===== src/rtl/orb_reader.sv =====
// orb_reader: read side of the orbital telemetry buffer RAM.
// Fetches words sequentially and serialises them MSB-first with sync markers.
module orb_reader #(
    parameter int ADDR_W  = 11,
    parameter int WORD_W  = 12,
    parameter int BIT_DIV = 8
) (
    input  logic              clk,
    input  logic              rst,
    input  logic              en,
    input  logic [WORD_W-1:0] rdData,
    output logic [ADDR_W-1:0] rdAddr,
    output logic              RE,
    output logic              sOut,
    output logic              bitStrobe,
    output logic              wordSync,
    output logic              frameSync,
    output logic              SW,
    output logic              busy
);

    localparam int DW = $clog2(BIT_DIV);
    localparam int BW = $clog2(WORD_W);
    localparam logic [DW-1:0] DIV_TOP = DW'(BIT_DIV - 1);
    localparam logic [BW-1:0] BIT_TOP = BW'(WORD_W - 1);

    localparam logic [2:0] S_IDLE  = 3'd0;
    localparam logic [2:0] S_FETCH = 3'd1;
    localparam logic [2:0] S_LOAD  = 3'd2;
    localparam logic [2:0] S_SHIFT = 3'd3;
    localparam logic [2:0] S_DRAIN = 3'd4;

    logic              en_meta;
    logic              en_s;
    logic [2:0]        state;
    logic [2:0]        state_n;
    logic [ADDR_W-1:0] addr;
    logic [ADDR_W-1:0] addr_n;
    logic [BW-1:0]     bit_cnt;
    logic [BW-1:0]     bit_cnt_n;
    logic [DW-1:0]     div_cnt;
    logic [DW-1:0]     div_cnt_n;
    logic [WORD_W-1:0] shift;
    logic [WORD_W-1:0] shift_n;
    logic [WORD_W-1:0] hold;
    logic              pf;
    logic              sw_n;
    logic              last;
    logic              in_shift_n;
    logic              sout_n;
    logic              strobe_n;
    logic              wsync_n;
    logic              fsync_n;

    assign last = &addr;
    assign busy = (state != S_IDLE);

    // One fetch in FETCH, then one prefetch of the next word per word period
    assign RE = (state == S_FETCH) ||
                ((state == S_SHIFT) && (bit_cnt == BIT_TOP) && (div_cnt == '0));
    assign rdAddr = (state == S_SHIFT) ? addr + ADDR_W'(1) : addr;

    always_comb begin
        state_n   = state;
        addr_n    = addr;
        bit_cnt_n = bit_cnt;
        div_cnt_n = div_cnt;
        shift_n   = shift;
        sw_n      = SW;
        unique case (state)
            S_IDLE: begin
                if (en_s) state_n = S_FETCH;
            end
            S_FETCH: begin
                state_n = S_LOAD;
            end
            S_LOAD: begin
                shift_n   = rdData;
                bit_cnt_n = BIT_TOP;
                div_cnt_n = '0;
                state_n   = S_SHIFT;
            end
            S_SHIFT: begin
                if (div_cnt == DIV_TOP) begin
                    div_cnt_n = '0;
                    if (bit_cnt == '0) begin
                        if (en_s) begin
                            shift_n   = hold;
                            addr_n    = addr + ADDR_W'(1);
                            bit_cnt_n = BIT_TOP;
                            sw_n      = SW ^ last;
                        end else begin
                            state_n = S_DRAIN;
                        end
                    end else begin
                        shift_n   = {shift[WORD_W-2:0], 1'b0};
                        bit_cnt_n = bit_cnt - BW'(1);
                    end
                end else begin
                    div_cnt_n = div_cnt + DW'(1);
                end
            end
            S_DRAIN: begin
                addr_n  = addr + ADDR_W'(1);
                sw_n    = SW ^ last;
                state_n = S_IDLE;
            end
            default: begin
                state_n = S_IDLE;
            end
        endcase
    end

    // Serial outputs decoded from next-state values so they align with SHIFT
    always_comb begin
        in_shift_n = (state_n == S_SHIFT);
        sout_n     = in_shift_n && shift_n[WORD_W-1];
        strobe_n   = in_shift_n && (div_cnt_n == '0);
        wsync_n    = in_shift_n && (bit_cnt_n == BIT_TOP);
        fsync_n    = wsync_n && (addr_n == '0);
    end

    always_ff @(posedge clk or negedge rst) begin
        if (!rst) begin
            en_meta   <= 1'b0;
            en_s      <= 1'b0;
            state     <= S_IDLE;
            addr      <= '0;
            bit_cnt   <= '0;
            div_cnt   <= '0;
            shift     <= '0;
            hold      <= '0;
            pf        <= 1'b0;
            SW        <= 1'b0;
            sOut      <= 1'b0;
            bitStrobe <= 1'b0;
            wordSync  <= 1'b0;
            frameSync <= 1'b0;
        end else begin
            en_meta   <= en;
            en_s      <= en_meta;
            state     <= state_n;
            addr      <= addr_n;
            bit_cnt   <= bit_cnt_n;
            div_cnt   <= div_cnt_n;
            shift     <= shift_n;
            pf        <= RE && (state == S_SHIFT);
            if (pf) hold <= rdData;
            SW        <= sw_n;
            sOut      <= sout_n;
            bitStrobe <= strobe_n;
            wordSync  <= wsync_n;
            frameSync <= fsync_n;
        end
    end

endmodule


===== config.mk =====
export PLATFORM = sky130hd
export DESIGN_NAME = orb_reader
export DESIGN_NICKNAME = d
export VERILOG_FILES = /design/src/rtl/orb_reader.sv
export SDC_FILE = /design/constraint.sdc
export NUM_CORES = 1
export LEC_CHECK = 0
export CAP_MARGIN = 20
export CORE_AREA = 5 5 102 75
export CTS_CLUSTER_DIAMETER = 50
export DETAILED_ROUTE_END_ITERATION = 10
export DIE_AREA = 0 0 107 80
export GPL_ROUTABILITY_DRIVEN = 0
export MAX_ROUTING_LAYER = met4
export PLACE_DENSITY_LB_ADDON = 0.1
export SLEW_MARGIN = 30
export SYNTH_ARGS = -nofsm -noshare
export SYNTH_HDL_FRONTEND = slang
export SYNTH_SLANG_ARGS = --single-unit

===== constraint.sdc =====
create_clock -name clk -period 2.8 [get_ports clk]
set_clock_uncertainty 0.15 [all_clocks]
set_input_delay 0.42 -clock clk [delete_from_list [all_inputs] [get_ports clk]]
set_output_delay 0.42 -clock clk [all_outputs]
set_load 0.02 [all_outputs]

; ---- After elaboration in Yosys (flattened, before gate mapping)
; Index checks and enable logic that the tools add are counted.
[classes]
muxes = 24
n_addsub = 3
n_eq_ne = 12
bitwise = 1
n_reduce_logical = 19
[ops]
columns = op, n
row1 = 2-to-1 mux 11 bit, 4
row2 = 2-to-1 mux 12 bit, 3
row3 = one-hot mux 12 bit (2 select lines), 1
row4 = one-hot mux 11 bit (2 select lines), 1
row5 = 2-to-1 mux 3 bit, 5
row6 = 2-to-1 mux 4 bit, 3
row7 = one-hot mux 3 bit (4 select lines), 1
row8 = adder 11 x 1 -> 11 bit (second input constant), 1
row9 = logical NOT 11 bit, 1
row10 = AND reduction 11 bit, 1
row11 = equality test 3 x 2 -> 1 bit (second input constant), 3
row12 = logical NOT 3 bit, 3
row13 = equality test 4 bit (second input constant), 2
row14 = one-hot mux 4 bit (2 select lines), 1
row15 = logical AND 1 bit, 7
row16 = equality test 3 bit (second input constant), 2
row17 = one-hot mux 3 bit (2 select lines), 1
row18 = logical NOT 4 bit, 1
row19 = inequality test 2 x 1 -> 1 bit (second input constant), 2
row20 = AND reduction 4 bit, 1
row21 = nonzero test 2 bit, 2
row22 = subtractor 4 x 1 -> 4 bit (second input constant), 1
row23 = adder 3 x 1 -> 3 bit (second input constant), 1
row24 = equality test 3 x 1 -> 1 bit (second input constant), 1
row25 = 8 further kinds, 10
[word_totals]
register_bits = 53
elab_cells = 74
in_bits = 15
output_inout_bits = 18

; ---- Depth between registers and ports, before layout
[depth]
ltp_word = 7
depth_mapped = 9
depth_no_buf = 7

; ---- Worst setup path before layout
; OpenSTA, ideal clock, no wires.
[synth_path]
kind = reg-to-reg
from = register div_cnt[0]
to = register frameSync
n_path_buf = 2
slack_ns = 0.471
path_stages_with_launch = 10
setup_time_ns = 0.111
arrival_time_ns = 2.067
synth_period_minus_slack_ns = 2.329
t_required_ns = 2.539
cell_sequence = dfrtp_1 > ha_1 > ha_1 > buf_2 > and4b_1 > a21o_1 > buf_6 > o32ai_4 > o221ai_2 > a2111oi_2
[synth_between]
elab_chain_len = 6
word_cells_on_any_way = 12
cone_classes = 3 x eq/ne / 6 x mux / 3 x reduce/logical
[synth_rtl]
columns = item, line
row1 = start: declaration, 41  ; logic [DW-1:0] div_cnt;
row2 = start signal: assignment, 145  ; div_cnt <= div_cnt_n;
row3 = equality test 3 bit *, 84  ; if (div_cnt == DIV_TOP) begin
row4 = 2-to-1 mux 3 bit or 2-to-1 mux 4 bit (tied branches), 84
row5 = one-hot mux 3 bit (4 select lines) or one-hot mux 4 bit (2 select lines) (tied branches), 70  ; unique case (state)
row6 = equality test 3 x 2 -> 1 bit or equality test 4 bit (tied branches), "116, 119"
row7 = logical AND 1 bit, 119  ; wsync_n = in_shift_n && (bit_cnt_n == BIT_TOP);
row8 = logical AND 1 bit *, 120  ; fsync_n = wsync_n && (addr_n == '0);
row9 = via fsync_n, 53  ; logic fsync_n;
row10 = end signal: assignment, 153  ; frameSync <= fsync_n;
row11 = end: declaration, 17  ; output logic frameSync,
; Mark *: on every way through the listed nets, which the timed path passes. The rest lies on a longest branch.
; A chain may end at the register's enable or synchronous reset.

; ---- Worst setup path after layout
[layout_path]
from = register addr[0]
to = output port rdAddr[4]
[layout_between]
elab_chain_len = 2
[layout_rtl]
columns = item, line
row1 = start: declaration, 37  ; logic [ADDR_W-1:0] addr;
row2 = start signal: assignment, 143  ; addr <= addr_n;
row3 = adder 11 x 1 -> 11 bit, 61  ; assign rdAddr = (state == S_SHIFT) ? addr + ADDR_W'(1) : addr;
row4 = 2-to-1 mux 11 bit, 61
row5 = end: declaration, 12  ; output logic [ADDR_W-1:0] rdAddr,
; No other way between the ends.

==> key figures <==
Die
  – Rows: 25
  – Die area: 8560 um2
  – Die W: 107 um
  – Initial Util: 43.4%
  – Die Height: 80 um
  – IO Pins: 33
  – Core area: 6570 um2

Timing
  – Slew headroom: 55.4%
  – Total negative setup slack: 0 ns
  – Worst slew pin tran: 0.670 ns
  – Pins Over Slew Limit: 0
  – Final Hold Vio Count: 0
  – RSZ-0062 raised after global routing: no
  – Endpoints failing setup: 0
  – Part of the cycle the worst path needs: 94.0%
  – Fin crit period: 2.63 ns
  – FMAX: 380 MHz

CTS
  – CTS H-Tree Depth: 2
  – Clock Sinks: 53
  – TritonCTS buffer count: 5
  – Clock tree buffer depth: 2
  – Clock-pin slew on the worst setup and hold paths: 0.10 ns
  – Cts hold-fix bufs: 0
  – CTS tree: yes
  – Root Buffer: clkbuf_8
  – Worst skew pair latency: 0.30 ns

Routing
  – Drt first pass iters: 7
  – 1st-iter DRT viols: 145
  – Remaining DRCs: 0
  – WL met3: 403 um
  – M1 wire length: 3480 um
  – Routed wl met2: 2580 um
  – Vias: 2290
  – Aggregate routed wire length: 6520 um
  – Via-to-Cell Ratio: 5.61
  – Wire per inst: 16.0 um
  – Highest routed layer: met4
  – Routed Antenna Nets: 0

Synthesis
  – Cells after Synth: 285
  – Synth Register Bits: 53
  – Synth Net Count: 306
  – Fraction of registers with async set/reset: 100%
  – Unique masters post-synth: 53
  – Dominant synthesized flop cell: dfrtp_1
  – EDFF count, synth: 0
  – Yosys Warn Count: 0
  – Synth Area per Inst: 10.0 um2
  – Register area share after synthesis: 46.5%
  – Mapped cell area: 2850 um2

Finish
  – Core Util, Final: 52.5%
  – Commonest non-fill, non-tap cell in the layout: dfrtp_1
  – Layout Cells excl Fill: 408
  – Most frequent cells in the layout: 53 x dfrtp_1, 35 x nor2_1, 27 x nand2_1
  – Share of cells above drive strength 1: 16.2%
  – Area Growth Syn to Fin: 21.0%
  – Antenna diodes: 0
  – Layout net count: 347

Worst setup path
  – Reg-to-reg endpoint: frameSync$_DFF_PN0_
  – Setup Crit Path Kind: flop to primary output
  – CP startpoint kind: flop
  – Max FO, Critical Path: 5
  – FF-to-FF Start: div_cnt[0]$_DFF_PN0_
  – R2R cell count: 7
  – Crit path to: rdAddr[4]
  – R2R Setup Slk: 0.31 ns
  – CP endpoint kind: primary output
  – Worst EP arrival: 2.06 ns
  – Required time worst endpoint: 2.23 ns
  – Crit. Startpoint: addr[0]$_DFF_PN0_

GRT
  – Number of global-route vias before repair: 2192
  – GRT Overall Usage: 17.0%
  – GRT overflow: 0
  – Antenna violations before repair: 0
  – First-pass GRT wire length: 11200 um
  – Largest net degree at the start of global routing: 54

Worst hold path
  – Hold Crit Class: input pin to asynchronous set/reset pin

Status
  – Status: finished, final reports clean

Power
  – Static Leak: 1.58 nW
  – PwrDens: 809 nW/um2
  – Total Power: 2.79 mW
  – Max IR drop VDD: 0.000423 V

Placement
  – HPWL after detailed placement: 4660 um
  – Inst Count DP: 399
  – Port-buffer cells: 32

Run
  – Max-Cap Viols: 0
[how the worst min path moves through the flow]
stage | end | cells after the start
4_1_cts | div_cnt[0]$_DFF_PN0_ | 2
3_3_place_gp | en_s$_DFF_PN0_ | 0
3_5_place_dp | en_s$_DFF_PN0_ | 0
5_1_grt | bitStrobe$_DFF_PN0_ | 2
2_1_floorplan | SW$_DFFE_PN0P_ | 0
6_report | bitStrobe$_DFF_PN0_ | 2
[worst max-delay path, stage by stage, from the launching register on]
cell             delay, ns
dfrtp_1               0.36
ha_1                  0.28
nand3_1               0.20
nor2_1                0.16
xnor2_1               0.14
clkdlybuf4s50_1       0.63
[state kept, by name, summed over array words and instances, names as in the netlist]
signal	count
bit_cnt	4
addr	11
shift	12
SW	1
pf	1
frameSync	1
sOut	1
en_s	1
hold	12
bitStrobe	1
state	3
div_cnt	3
en_meta	1
wordSync	1
[logic make-up (layout without fill, tap and decap cells)]
family,Yosys count,after routing,share of synthesized area (%)
compound gates,54,54,15.2
xor+xnor,24,24,7.37
fa+ha+maj,6,6,2.63
buf+inv,29,71,4.48
flops,53,53,46.5
mux,15,15,5.79
simple gates,104,104,18.0
[power breakdown]
part | switching (mW) | leakage (nW) | total [mW] | internal (mW)
Combinational | 0.545 | 0.872 | 1.07 | 0.522
Clock | 0.251 | 0.0554 | 0.520 | 0.269
Sequential | 0.172 | 0.653 | 1.20 | 1.03
Total | 0.968 | 1.58 | 2.79 | 1.82
[through the flow]
step | setup WS, ns | instance area [um2] | hold WS, ns
after floorplan | 0.471 | 2850 | -0.0256
after global placement | 0.247 | 3330 | 0.191
after detailed placement | 0.227 | 3330 | 0.209
after CTS | 0.0203 | 3450 | 0.104
after global routing | 0.0381 | 3450 | 0.125
final | 0.168 | 3450 | 0.0502
[final cells by class]
| type | count | area (um2) |
|---|---|---|
| Multi-Input combinational cell | 203 | 1400 |
| Timing Repair Buffer | 53 | 472 |
| Sequential cell | 53 | 1330 |
| Inverter | 10 | 37.5 |
| Fill cell | 588 | 3120 |
| Tap cell | 81 | 101 |
| Clock buffer | 6 | 72.6 |
| Clock inverter | 2 | 38.8 |
[Yosys cell counts, drive strengths merged (3+ instances only)]
cell type / number / area, um2
dfrtp: 53 / 1330
nor2: 36 / 135
nand2: 28 / 105
a21oi: 15 / 78.8
xor2: 13 / 114
mux2: 12 / 135
buf: 11 / 58.8
xnor2: 11 / 96.3
a222oi: 10 / 100
inv: 10 / 37.5
nand3: 9 / 45.0
nor3: 9 / 45.0
clkbuf: 8 / 31.3
ha: 6 / 75.1
o21ai: 4 / 20.0
a2111oi: 3 / 32.5
a21o: 3 / 22.5
mux2i: 3 / 30.0
nand4: 3 / 18.8
nor3b: 3 / 32.5
o22ai: 3 / 18.8
o32ai: 3 / 45.1
[timing repair]
action | 4_1_cts | 5_1_grt
setup endpoints to repair | 6 | 4
buffers inserted | 1 | 0
pin swaps | 1 | 0
resized for setup | 6 | 5
[routing by layer]
metal	up-vias	track usage [%]
met3	5	3.31
met5	-	-
li1	1107	-
met4	0	3.96
met2	70	23.2
met1	1108	25.7
No activity file was read; power rests on OpenSTA's default activity.
